File: src/rtl/arb_req_agent.sv
// Requester-side agent for a 4-client MSB-priority arbiter: one small FSM per client
// holds req for a programmed number of granted cycles and watches for timeouts and grant misuse.
module arb_req_agent #(
  parameter int NUM_CLIENTS = 4,
  parameter int LEN_W       = 4,
  parameter int TO_W        = 5,
  parameter int TIMEOUT     = 20
) (
  input  logic                         clk,
  input  logic                         reset,
  input  logic [NUM_CLIENTS-1:0]       start,
  input  logic [NUM_CLIENTS*LEN_W-1:0] len,
  input  logic [NUM_CLIENTS-1:0]       grant,
  output logic [NUM_CLIENTS-1:0]       req,
  output logic [NUM_CLIENTS-1:0]       busy,
  output logic [NUM_CLIENTS-1:0]       done,
  output logic [NUM_CLIENTS-1:0]       timeout,
  output logic                         proto_err
);

  typedef enum logic [1:0] {
    IDLE = 2'b00,
    WAIT = 2'b01,
    HOLD = 2'b10,
    REL  = 2'b11
  } state_t;

  localparam logic [LEN_W-1:0] REM_ONE   = LEN_W'(1);
  localparam logic [TO_W-1:0]  WCNT_ONE  = TO_W'(1);
  localparam logic [TO_W-1:0]  WCNT_LAST = TO_W'(TIMEOUT - 1);

  state_t           state [NUM_CLIENTS];
  logic [LEN_W-1:0] rem   [NUM_CLIENTS];
  logic [TO_W-1:0]  wcnt  [NUM_CLIENTS];
  logic             stray_grant;
  logic             multi_grant;

  assign multi_grant = ($countones(grant) > 1);

  // REL is exempt: the arbiter's registered grant trails our request drop by a cycle.
  always_comb begin
    // NOTE: default assignment first so no path leaves stray_grant unassigned (no latch).
    stray_grant = 1'b0;
    for (int i = 0; i < NUM_CLIENTS; i++) begin
      if (grant[i] && !req[i] && (state[i] != REL)) stray_grant = 1'b1;
    end
  end

  always_ff @(posedge clk or negedge reset) begin
    if (!reset) begin
      // NOTE: the per-client arrays are a handful of flops, not a RAM, so they reset with the rest.
      for (int i = 0; i < NUM_CLIENTS; i++) begin
        state[i] <= IDLE;
        rem[i]   <= '0;
        wcnt[i]  <= '0;
      end
      req       <= '0;
      busy      <= '0;
      done      <= '0;
      timeout   <= '0;
      proto_err <= 1'b0;
    end else begin
      // NOTE: non-blocking throughout, so every client decides from the same pre-edge state.
      if (multi_grant || stray_grant) proto_err <= 1'b1;

      for (int i = 0; i < NUM_CLIENTS; i++) begin
        done[i]    <= 1'b0;
        timeout[i] <= 1'b0;
        case (state[i])
          IDLE: begin
            if (start[i]) begin
              rem[i]   <= (len[i*LEN_W +: LEN_W] == '0) ? REM_ONE : len[i*LEN_W +: LEN_W];
              wcnt[i]  <= '0;
              state[i] <= WAIT;
              req[i]   <= 1'b1;
              busy[i]  <= 1'b1;
            end
          end
          WAIT, HOLD: begin
            if (grant[i]) begin
              if (rem[i] != '0) rem[i] <= rem[i] - REM_ONE;
              if (rem[i] <= REM_ONE) begin
                state[i] <= REL;
                req[i]   <= 1'b0;
                done[i]  <= 1'b1;
              end else begin
                state[i] <= HOLD;
              end
            end else if (state[i] == HOLD) begin
              // Preempted: go back to waiting with a fresh wait budget.
              state[i] <= WAIT;
              wcnt[i]  <= '0;
            end else if (wcnt[i] == WCNT_LAST) begin
              state[i]   <= IDLE;
              req[i]     <= 1'b0;
              busy[i]    <= 1'b0;
              timeout[i] <= 1'b1;
            end else begin
              wcnt[i] <= wcnt[i] + WCNT_ONE;
            end
          end
          REL: begin
            state[i] <= IDLE;
            busy[i]  <= 1'b0;
          end
          default: state[i] <= IDLE;
        endcase
      end
    end
  end

endmodule
File: config.mk
export PLATFORM = sky130hd
export DESIGN_NAME = arb_req_agent
export DESIGN_NICKNAME = d
export VERILOG_FILES = /design/src/rtl/arb_req_agent.sv
export SDC_FILE = /design/constraint.sdc
export NUM_CORES = 1
export LEC_CHECK = 0
export BUFFER_PORTS_ARGS = -buffer_cell sky130_fd_sc_hd__buf_2
export CORE_MARGIN = 5
export CORE_UTILIZATION = 43
export CTS_BUF_LIST = sky130_fd_sc_hd__clkbuf_4 sky130_fd_sc_hd__clkbuf_8
export CTS_CLUSTER_DIAMETER = 80
export DETAILED_ROUTE_END_ITERATION = 8
export MAX_ROUTING_LAYER = met4
export PLACE_DENSITY = 0.64
export SLEW_MARGIN = 20
export SYNTH_ARGS = -nofsm -noshare
export SYNTH_HDL_FRONTEND = slang
export SYNTH_SLANG_ARGS = --single-unit
File: constraint.sdc
create_clock -name clk -period 3.9 [get_ports clk]
set_input_delay 0.195 -clock clk [delete_from_list [all_inputs] [get_ports clk]]
set_output_delay 0.195 -clock clk [all_outputs]
set_load 0.02 [all_outputs]
## Word-level counts from Yosys, hierarchy flattened

Cells that the tools add are included.

| cells by class | value |
|---|---|
| add/sub/neg operators | 11 |
| $mul | 0 |
| div/mod/pow operators | 0 |
| $lt $le $gt $ge | 5 |
| equality and inequality tests | 64 |
| shifts and indexed selects | 0 |
| muxes and demuxes | 128 |
| bitwise gates (word level) | 0 |
| reductions and logical operators | 53 |

Operators with widths:

| kind | number |
|---|---|
| $mux W5 | 16 |
| $mux W4 | 16 |
| $mux W1 | 60 |
| $ne A2 B2 Y1 const B | 28 |
| $ne A3 B3 Y1 const B | 16 |
| $reduce_and A4 Y1 | 12 |
| $pmux W5 S2 | 4 |
| $mux W2 | 16 |
| $pmux W4 S2 | 4 |
| $pmux W2 S3 | 4 |
| $add A5 B1 Y5 const B | 4 |
| $eq A5 B5 Y1 const B | 4 |
| $reduce_and A5 Y1 | 4 |
| $eq A2 B2 Y1 const B | 8 |
| $le A4 B1 Y1 const B | 4 |
| $logic_not A4 Y1 | 4 |
| $ne A4 B4 Y1 const B | 4 |
| $reduce_bool A4 Y1 | 4 |
| $sub A4 B1 Y4 const B | 4 |
| $pmux W1 S3 | 4 |
| $eq A2 B1 Y1 const B | 4 |
| $logic_and A1 B1 Y1 | 8 |
| $logic_not A2 Y1 | 4 |
| $pmux W1 S2 | 4 |
| other kinds (8) | 21 |

| storage, ports and cells | value |
|---|---|
| bits in registers | 61 |
| bits in latches | 0 |
| RAM bits | 0 |
| ROM bits | 0 |
| output and inout port bits | 17 |
| logic and storage cells | 284 |
| memories | 0 |

## Longest topological paths before layout

Gate-level depths: netlist (run 1).

| depth | value |
|---|---|
| word-level depth | 8 |
| mapped depth | 7 |
| depth with buffers taken out | 6 |

## Worst setup path after synthesis (run 1)

OpenSTA, ideal clock, no wires.

| timing path | value |
|---|---|
| kind | register to register |
| from | register state[5] (netlist bit) |
| to | register rem[11] (netlist bit) |
| arrival time | 1.635 ns |
| required time | 3.774 ns |
| slack | 2.139 ns |
| cell stages (with the launch flop) | 8 |
| buffers on the path | 1 |
| clock period less this slack | 1.761 ns |
| cell sequence | dfrtp_1 -> inv_1 -> ha_1 -> buf_2 -> mux2i_1 -> nor2_1 -> a22o_1 -> a221o_1 |

| on the way | value |
|---|---|
| word-level cells in the longest chain between the ends | 4 |
| elaborated cells between the ends (all ways) | 10 |

Ends and longest elaborated chain:

| element | RTL line | source |
|---|---|---|
| start: declaration | 32 | `state_t state [NUM_CLIENTS];` |
| start signal: indexed assignment | 53 | `state[i] <= IDLE;` |
| start signal: indexed assignment | 74 | `state[i] <= WAIT;` |
| start signal: indexed assignment | 83 | `state[i] <= REL;` |
| $eq A2 B2 Y1 / $eq A2 B1 Y1 (equally long branches) | 69 | `case (state[i])` |
| $reduce_or A2 Y1 | 69 |  |
| $ne A2 B2 Y1 (no line) / $reduce_bool A2 Y1 (equally long branches) | - |  |
| $reduce_and A4 Y1 (no line) | - |  |
| end signal: indexed assignment | 72 | `rem[i] <= (len[i*LEN_W +: LEN_W] == '0) ? REM_ONE : len[i*LEN_W +: LEN_W];` |
| end: declaration | 33 | `logic [LEN_W-1:0] rem [NUM_CLIENTS];` |

Several ways; a longest one is shown, not always the timed one.
A chain may end at the register's enable or synchronous reset.

## Worst setup path in the final report (run 1)

| timing path | value |
|---|---|
| from | register state[7] (netlist bit) |
| to | register wcnt[17] (netlist bit) |

| on the way | value |
|---|---|
| word-level cells in the longest chain between the ends | 4 |
| elaborated cells between the ends (all ways) | 12 |

Ends and longest elaborated chain:

| element | RTL line | source |
|---|---|---|
| $eq A2 B2 Y1 / $eq A2 B1 Y1 (equally long branches) | 69, 89 |  |
| $reduce_or A2 Y1 / $mux W5 (equally long branches) | 69, 89 |  |
| $ne A3 B3 Y1 (no line) (tied with other cells) | - |  |
| $reduce_and A4 Y1 (no line) / $pmux W5 S2 (equally long branches) | - |  |
| end signal: indexed assignment | 99 | `wcnt[i] <= wcnt[i] + WCNT_ONE;` |
| end: declaration | 34 | `logic [TO_W-1:0] wcnt [NUM_CLIENTS];` |

Several ways; a longest one is shown, not always the timed one. The select of a mux whose other input is x is not followed.

==> results.ini, run 1 <==
[timing]
max_freq_mhz=426.8
hold-worst-slack_ns=0.09783
fin_setup_tns_ns=0
tightest_slew_ns=0.7479
min_period_over_period_pct=60.07
final_hold_viol_count=0
finalCriticalPeriod_ns=2.343
slew-limit-headroom_pct=50.14
rsz0062_at_grt=false
fin_skew_ns=0.008596
setup_slack_ns=1.557
setup_viol=0
slew_viol_final=0

[pwr]
power.density_nw_per_um2=849.3
p_sw_mw=1.685
p_leak_nw=2.026
p_seq_share_pct=29.3
intPower_mw=2.019
p_clk_share_pct=15.6
vdd_drop_max_mv=0.2811
power_frac_comb_pct=55.1
swShare_pct=45.49

[grt]
grt_overflow=0
grt_max_degree=33
grt_usage_pct=16.06
antenna_found_initial=0
grt_pass1_vias=3120
grt_pass1_wl_um=14510

[layout]
antenna_cells=0
fill_cells=795
multi_input_area_um2=2155
drive_above_1_share_pct=15.70
regArea_um2=1526
nets=518
syn_to_final_growth_pct=13.44
design_area_um2=4360

[synthesis]
seq_area_frac_synth_pct=39.71
synth_warnings=0
synthTopCellsByCount=61 x dfrtp_1, 33 x nand2_1, 33 x nor2_1, 31 x ha_1, 30 x o21ai_0
synthTopCellsByArea=dfrtp_1 40%, ha_1 10%, o21ai_0 3.9%
netlist_area_um2=3844
synth_top_area_share_pct=39.71
synth_ff_type=dfrtp_1
synth_nets=473
synth_edf_count=0
ys_types=61
synthCells=415
synth_top_area_cell=dfrtp_1
synth_async_sr_flop_share_pct=100.0
ys_ff_latch=61
avgSynthCellArea_um2=9.262
synth.most_common_cell=dfrtp_1

[routing]
vias=3228
ant_nets=0
wl_per_cell_um=14.27
drt-initial-drc-count=150
drc_errors=0
routed_wl_um=8177
viasPerCell=5.634
first_pass_iters=4

[worst_setup_path]
arrival_ns=2.61
crit_type=flip-flop to flip-flop
endpoint_kind=flip-flop
path_max_fanout=22
r2r_setup_slack_ns=1.56
crit_required_ns=4.16
critPathLaunchType=flip-flop

[clock_tree]
clockRootBuffer=clkbuf_8
clk_path_buf_depth=2
cts_max_level=3
cts_made_buffers=9
cts_num_sinks=61
cts_tree=yes
clk_latency_ns=0.33
clk_pin_slew_worst_paths_ns=0.07

[place]
place_congestion=0.8665
place_hpwl_um=5976
pre_cts_ws_ns=1.596
dpl_cell_area_um2=4150
numPortBuffers=42

[outcome]
outcome=finished, final reports clean

[floorplan]
core_area_um2=8721
initial_core_util_pct=44.07
chipWidth_um=104.5
fp.dieH_um=104.5
io_pins=43
die_area_um2=10930
rows=34

[min_path]
hold_path_class=input pin to flip-flop

[job]
drv_cap=0

layer usage:
metal | global-route usage (%) | vias to the layer above | wire length [µm]
met2 | 23.94 | 74 | 3655
met1 | 22.41 | 1530 | 4113
met5 | - | - | 0
met3 | 2.528 | 13 | 287
met4 | 5.273 | 0 | 121
li1 | - | 1611 | -
state kept, by name, summed over array words and instances, names as in the netlist:
name / flops
busy: 4
proto_err: 1
req: 4
rem: 16
done: 4
wcnt: 20
state: 8
timeout: 4
what timing repair did:
action | CTS | global route
hold buffers | 1 | 0
endpoints found under the hold margin | 31 | 0
resized for setup | 0 | 0
buffers inserted | 0 | 0
cell families (layout without fill, tap and decap cells):
group | count (synthesis) | after routing | synth area share (%)
AND/OR/NAND/NOR | 145 | 145 | 20.15
AO/OA/AOI/OAI | 118 | 118 | 20.15
flip-flops | 61 | 61 | 39.71
buffers and inverters | 41 | 91 | 4.231
adder cells (fa/ha/maj) | 32 | 32 | 10.61
multiplexers | 15 | 15 | 4.460
XOR/XNOR | 3 | 3 | 0.6837
power groups by stage:
stage / registers (mW) / clock network, mW / logic, mW
after global placement: 1.08 / 0 / 1.98
after detailed placement: 1.09 / 0 / 2.02
after floorplan: 1.07 / 0 / 1.61
final: 1.09 / 0.578 / 2.04
after CTS: 1.08 / 0.591 / 2.04
after global routing: 1.12 / 0.616 / 2.33
layout make-up:
class | count | share of cell area (%)
sequential | 61 | 35.01
inverter | 31 | 2.669
multi-input combinational | 313 | 49.41
tap | 108 | 3.099
clock inverter | 4 | 1.090
timing repair buffer | 44 | 5.222
clock buffer | 12 | 3.501
final timing paths:
| check | startpoint | end | cells past startpoint |
|---|---|---|---|
| worst max-delay path | state[7] | wcnt[17] | 6 |
| worst min-delay path | len[2] | rem[14] | 3 |
| worst max register to register | state[7] | wcnt[17] | 6 |
| worst min register to register | busy[3] | busy[3] | 1 |
| max in group asynchronous | reset | proto_err | 3 |
| min in group asynchronous | reset | rem[4] | 2 |
cells in the final DEF (no fill, tap or decap), types with 4 or more instances in the layout:
cell / Yosys / layout
a21oi_1: 19 / 19
inv_1: 29 / 29
dfrtp_1: 61 / 61
mux2i_1: 6 / 6
a211oi_1: 4 / 4
o22ai_1: 6 / 6
o211ai_1: 4 / 4
nand2_1: 33 / 33
o21ai_0: 30 / 30
nand4bb_1: 4 / 4
o31ai_1: 4 / 4
nand3_1: 13 / 13
nand2b_1: 9 / 9
o21ai_1: 14 / 14
clkbuf_8: 0 / 10
a22o_1: 5 / 5
nor2_1: 33 / 33
buf_2: 7 / 42
nor2b_1: 10 / 10
and2_1: 4 / 4
a21o_1: 6 / 6
ha_1: 31 / 31
nor3_1: 13 / 13
mux2_2: 5 / 5
worst max-delay path, cell delays in order, from the launching register on:
cell and delay, ns:
dfrtp_1 0.45, inv_1 0.07, ha_1 0.68, mux2i_2 0.27
a21o_1 0.27, or3b_4 0.40, o21ai_1 0.13
stage by stage:
stage | util (%) | power (mW) | cells
floorplan | - | 2.682 | 415
global route | 50.00 | 4.072 | 573
CTS | 50.00 | 3.708 | 573
detailed placement | 47.59 | 3.114 | 556
global placement | 47.59 | 3.066 | 556
finish | 50.00 | 3.703 | 573
(Power assumes the default switching activity.)
==> run 2, diff against run 1 <==
--- a/config.mk
+++ b/config.mk
@@ -12,7 +12,7 @@
 export CTS_CLUSTER_DIAMETER = 80
 export DETAILED_ROUTE_END_ITERATION = 8
 export MAX_ROUTING_LAYER = met4
-export PLACE_DENSITY = 0.64
+export PLACE_DENSITY = 0.66
 export SLEW_MARGIN = 20
 export SYNTH_ARGS = -nofsm -noshare
 export SYNTH_HDL_FRONTEND = slang
==> constraint.sdc (replaced) <==
create_clock -name clk -period 2.07 [get_ports clk]
set_input_delay 0.1035 -clock clk [delete_from_list [all_inputs] [get_ports clk]]
set_output_delay 0.1035 -clock clk [all_outputs]
set_load 0.02 [all_outputs]
==> results.ini, run 2 (same netlist as run 1, synthesis figures left out) <==
[outcome]
outcome=finished, final reports clean

[grt]
grt_pass1_vias=3159  ; +1.3%
grt_usage_pct=16.19  ; +0.13 points
grt_max_degree=55  ; +67%
grt_pass1_wl_um=14490  ; -0.14%
antenna_found_initial=0  ; unchanged
grt_overflow=0  ; unchanged

[worst_setup_path]
critPathMaxStageDelay_ns=0.42  ; -0.26 ns
crit_type=flip-flop to flip-flop
ff2ff_path_depth=6  ; unchanged
crit_chain=inv_1, ha_2, nor3b_2, a221o_1, a211oi_1, a21oi_1
path_max_fanout=13  ; -41%
rr_endpoint=rem[5]
slowest_stage=a221o_1
arrival_ns=2.12  ; -0.49 ns
critPathLaunchType=flip-flop
r2r_setup_slack_ns=0.17  ; -1.39 ns
r2r_start=state[2]
crit_required_ns=2.29  ; -1.87 ns
endpoint_kind=flip-flop

[layout]
drive_above_1_share_pct=18.62  ; +2.9 points
multi_input_area_um2=2171  ; +0.75%
top_register=wcnt
post-route-util_pct=51.25  ; +1.2 points
top_regs=wcnt: 20 flops, rem: 16 flops, state: 8 flops
largest_reg_flops=20  ; unchanged
nets=532  ; +2.7%
final_common_cell=dfrtp_1
design_area_um2=4469  ; +2.5%
syn_to_final_growth_pct=16.28
fill_cells=790  ; -0.63%
antenna_cells=0  ; unchanged
regArea_um2=1526  ; unchanged
mostFrequentLayoutCells=61 x dfrtp_1, 42 x buf_2, 33 x nand2_1, 33 x nor2_1, 30 x o21ai_0

[pwr]
vdd_drop_max_mv=0.7342  ; +160%
intPower_mw=3.920  ; +94%
power.density_nw_per_um2=1589  ; +87%
swShare_pct=44.81  ; -0.69 points
p_sw_mw=3.182  ; +89%
p_leak_nw=2.082  ; +2.8%
p_seq_share_pct=28.7  ; -0.6 points
power_frac_comb_pct=57.9  ; +2.8 points
p_clk_share_pct=13.4  ; -2.2 points

[routing]
viasPerCell=5.611  ; -0.40%
ant_nets=0  ; unchanged
m1WireLength_um=3997  ; -2.8%
routed_wl_um=8426  ; +3.0%
routed.top_layer=met4
drc_errors=0  ; unchanged
first_pass_iters=4  ; unchanged
vias=3288  ; +1.9%
wl_per_cell_um=14.38  ; +0.76%
met3WireLength_um=333  ; +16%
drt-initial-drc-count=126  ; -16%
wl_met2_um=4058  ; +11%

[clock_tree]
clk_latency_ns=0.34  ; about the same
clk_path_buf_depth=2  ; unchanged
cts_max_level=3  ; unchanged
clk_pin_slew_worst_paths_ns=0.07  ; about the same
cts_num_sinks=61  ; unchanged
clockRootBuffer=clkbuf_8
cts_tree=yes
cts_made_buffers=9  ; unchanged

[floorplan]
io_pins=43  ; unchanged
chipWidth_um=104.5  ; unchanged
fp.dieH_um=104.5  ; unchanged
rows=34  ; unchanged
die_area_um2=10930  ; unchanged
initial_core_util_pct=44.07  ; unchanged
core_area_um2=8721  ; unchanged

[timing]
final_hold_viol_count=0  ; unchanged
finalCriticalPeriod_ns=1.902  ; -0.4404 ns
rsz0062_at_grt=false
fin_skew_ns=0.008102  ; -0.0004942 ns
min_period_over_period_pct=91.90  ; +32 points
tightest_slew_ns=0.4811  ; -0.2669 ns
fin_setup_tns_ns=0  ; unchanged
slew-limit-headroom_pct=67.48  ; +17 points
slew_viol_final=0  ; unchanged
max_freq_mhz=525.7  ; +23%
setup_viol=0  ; unchanged

[job]
drv_cap=0  ; unchanged

[place]
dpl_cell_area_um2=4253  ; +2.5%
numPortBuffers=42  ; unchanged
place_hpwl_um=6253  ; +4.6%
place_congestion=0.8317  ; -4.0%

[min_path]
holdPathEnd=rem[13]
holdPathStages=3  ; unchanged
hold_path_startpoint=len[1]
hold_path_class=input pin to flip-flop

==> run 2: what timing repair did <==
item / in CTS / in global routing
setup endpoints to repair: 0 / 11
gates resized for setup: 0 / 5
setup buffers: 0 / 0
hold endpoints to repair: 63 / 0
hold buffers: 3 / 0
==> run 2: how the worst max path moves through the flow <==
stage / startpoint / slack (ns) / end / cells past startpoint
floorplan: state[5] / 0.31 / rem[11] / 7
global placement: state[2] / 0.17 / state[2] / 6
detailed placement: state[3] / 0.08 / rem[4] / 6
CTS: state[3] / 0.06 / rem[4] / 6
global route: state[5] / 0.05 / rem[11] / 6
finish: state[2] / 0.17 / rem[5] / 6
==> run 2: routing by layer <==
metal | up-vias | global-route usage [%]
li1 | 1636 | -
met1 | 1580 | 20.99
met3 | 2 | 4.192
met2 | 70 | 25.48
met5 | - | -
met4 | 0 | 3.885
==> run 2: metrics by stage <==
| step | worst slack, ns | power [mW] | cells | hold slack [ns] |
|---|---|---|---|---|
| after floorplan | 0.3094 | 5.054 | 415 | -0.1921 |
| after global placement | 0.1697 | 5.961 | 568 | -0.02291 |
| after detailed placement | 0.07857 | 6.090 | 568 | -0.02363 |
| after CTS | 0.05521 | 7.087 | 586 | 0.02491 |
| after global routing | 0.04956 | 7.779 | 586 | 0.02890 |
| final | 0.1677 | 7.103 | 586 | 0.03067 |
==> run 2: final cells by class <==
| type | instances | area share (%) |
|---|---|---|
| clock buffers | 13 | 3.583 |
| clock inverters | 2 | 0.2240 |
| inverters | 31 | 2.604 |
| multi-input cells | 313 | 48.57 |
| flip-flops and latches | 61 | 34.15 |
| well taps | 108 | 3.024 |
| repair buffers | 58 | 7.839 |
==> run 2: critical path: cells and delay by family, from the launching register on <==
| family | cells | cell delay (ns) |
|---|---|---|
| flip-flops | 1 | 0.40 |
| AO/OA/AOI/OAI | 3 | 0.73 |
| adder cells (fa/ha/maj) | 1 | 0.36 |
| buffers and inverters | 1 | 0.11 |
| AND/OR/NAND/NOR | 1 | 0.19 |
==> run 2: power groups by stage <==
stage / sequential (mW) / combinational [mW] / clock, mW
final: 2.04 / 4.12 / 0.951
after detailed placement: 2.04 / 4.05 / 0
after global placement: 2.02 / 3.94 / 0
after CTS: 2.03 / 4.08 / 0.982
after floorplan: 2.02 / 3.03 / 0
after global routing: 2.10 / 4.65 / 1.03
==> run 3, diff against run 2 <==
--- a/config.mk
+++ b/config.mk
@@ -5,14 +5,14 @@
 export SDC_FILE = /design/constraint.sdc
 export NUM_CORES = 1
 export LEC_CHECK = 0
-export BUFFER_PORTS_ARGS = -buffer_cell sky130_fd_sc_hd__buf_2
 export CORE_MARGIN = 5
 export CORE_UTILIZATION = 43
 export CTS_BUF_LIST = sky130_fd_sc_hd__clkbuf_4 sky130_fd_sc_hd__clkbuf_8
 export CTS_CLUSTER_DIAMETER = 80
 export DETAILED_ROUTE_END_ITERATION = 8
+export DONT_BUFFER_PORTS = 1
 export MAX_ROUTING_LAYER = met4
-export PLACE_DENSITY = 0.66
+export PLACE_DENSITY = 0.62
 export SLEW_MARGIN = 20
 export SYNTH_ARGS = -nofsm -noshare
 export SYNTH_HDL_FRONTEND = slang
==> results.ini, run 3 (same netlist as run 1, synthesis figures left out) <==
[worst_setup_path]
crit_required_ns=2.28  ; about the same
crit_end=rem[5]
ff2ff_path_depth=6  ; unchanged
r2r_setup_slack_ns=0.17  ; about the same
endpoint_kind=flip-flop
critPathLaunchType=flip-flop
slowest_stage=a221o_1
cp_top_family=compound AO/OA/AOI/OAI gates
arrival_ns=2.12  ; about the same
critPathMaxStageDelay_ns=0.42  ; about the same
crit_start=state[2]
r2r_start=state[2]
path_depth=6  ; unchanged
crit_chain=inv_1, ha_2, nor3b_2, a221o_1, a211oi_1, a21oi_1
rr_endpoint=rem[5]
critPathBufInv=1  ; unchanged
crit_type=flip-flop to flip-flop
path_max_fanout=13  ; unchanged

[routing]
ant_nets=0  ; unchanged
wl_per_cell_um=15.05  ; +4.7%
vias=3152  ; -4.1%
viasPerCell=5.639  ; +0.49%
first_pass_iters=4  ; unchanged
routed_wl_um=8415  ; -0.13%
drt-initial-drc-count=107  ; -15%
drc_errors=0  ; unchanged

[timing]
max_freq_mhz=525.0  ; -0.13%
fin_skew_ns=0.008228  ; +0.0001255 ns
final_hold_viol_count=0  ; unchanged
tightest_slew_ns=0.4795  ; -0.001620 ns
slew_viol_final=0  ; unchanged
fin_setup_tns_ns=0  ; unchanged
setup_viol=0  ; unchanged
finalCriticalPeriod_ns=1.905  ; +0.002390 ns
rsz0062_at_grt=false
min_period_over_period_pct=92.01  ; +0.12 points
setup_slack_ns=0.1653  ; -0.002390 ns
slew-limit-headroom_pct=67.12  ; -0.35 points

[layout]
top_register=wcnt
largest_reg_flops=20  ; unchanged
final_common_cell=dfrtp_1
post-route-util_pct=51.23  ; about the same
top_regs=wcnt: 20 flops, rem: 16 flops, state: 8 flops
mostFrequentLayoutCells=61 x dfrtp_1, 33 x nand2_1, 33 x nor2_1
antenna_cells=0  ; unchanged
nets=504  ; -5.3%
drive_above_1_share_pct=10.20  ; -8.4 points
syn_to_final_growth_pct=16.24  ; about the same
design_area_um2=4468  ; about the same

[grt]
grt_max_degree=62  ; +13%
grt_pass1_vias=2986  ; -5.5%
grt_usage_pct=16.44  ; +0.25 points
grt_overflow=0  ; unchanged
grt_pass1_wl_um=14540  ; +0.33%
antenna_found_initial=0  ; unchanged

[clock_tree]
clockRootBuffer=clkbuf_8
clk_pin_slew_worst_paths_ns=0.07  ; about the same
postCtsSetupBuffers=0  ; unchanged
cts_tree=yes
clk_path_buf_depth=2  ; unchanged
clk_latency_ns=0.34  ; about the same
cts_num_sinks=61  ; unchanged
cts_made_buffers=9  ; unchanged
cts_max_level=3  ; unchanged

[min_path]
hold_path_class=input pin to flip-flop

[floorplan]
rows=34  ; unchanged
fp.dieH_um=104.5  ; unchanged
die_area_um2=10930  ; unchanged
io_pins=43  ; unchanged
chipWidth_um=104.5  ; unchanged
initial_core_util_pct=44.07  ; unchanged
core_area_um2=8721  ; unchanged

[place]
numPortBuffers=0  ; -100%
place_hpwl_um=6063  ; -3.0%
pre_cts_ws_ns=0.07773  ; -0.0008420 ns
dpl_cell_area_um2=4015  ; -5.6%
place_congestion=0.8708  ; +4.7%

[pwr]
p_leak_nw=2.000  ; -4.0%
power.total_mw=7.276  ; +2.4%
vdd_drop_max_mv=0.6257  ; -15%
power.density_nw_per_um2=1628  ; +2.5%

[outcome]
outcome=finished, final reports clean

[job]
drv_cap=0  ; unchanged

run 3: metrics by stage:
step                      hold WS [ns]  instances
final                          0.01599        559
after global routing           0.02297        559
after CTS                     0.005649        559
after detailed placement       -0.1894        524
after global placement         -0.1891        524
after floorplan                -0.1921        415
run 3: where the power goes:
part / internal [mW] / total (mW) / switching [mW]
clock network: 0.753 / 1.21 / 0.452
registers: 1.62 / 2.13 / 0.507
logic: 1.72 / 3.94 / 2.22
total: 4.09 / 7.28 / 3.18
run 3: layout make-up:
class | instances | area [µm²]
clock buffer | 12 | 158.9
sequential | 61 | 1526
tap | 108 | 135.1
clock inverter | 4 | 70.07
inverter | 31 | 116.4
multi-input combinational | 313 | 2171
fill | 773 | 4253
timing repair buffer | 30 | 290.3
run 3: timing repair:
item,in CTS,in global routing
hold buffers,19,0
endpoints found under the hold margin,80,0
endpoints found under the setup margin,0,13
resized for setup,0,4
run 3: layer usage:
metal,part of all wire [%],GRT usage [%]
met1,48,21.68
met2,47,24.84
met3,4.8,4.994
met4,1.1,4.070
met5,0,-
run 3: worst min-delay path by stage:
stage	startpoint	end	slack (ns)	depth (start not counted)
after detailed placement	reset	timeout[1]	-0.19	0
final	len[11]	rem[7]	0.02	2
after global placement	reset	wcnt[9]	-0.19	0
after global routing	grant[1]	timeout[1]	0.02	2
after CTS	len[11]	rem[7]	0.006	2
after floorplan	reset	busy[0]	-0.19	0
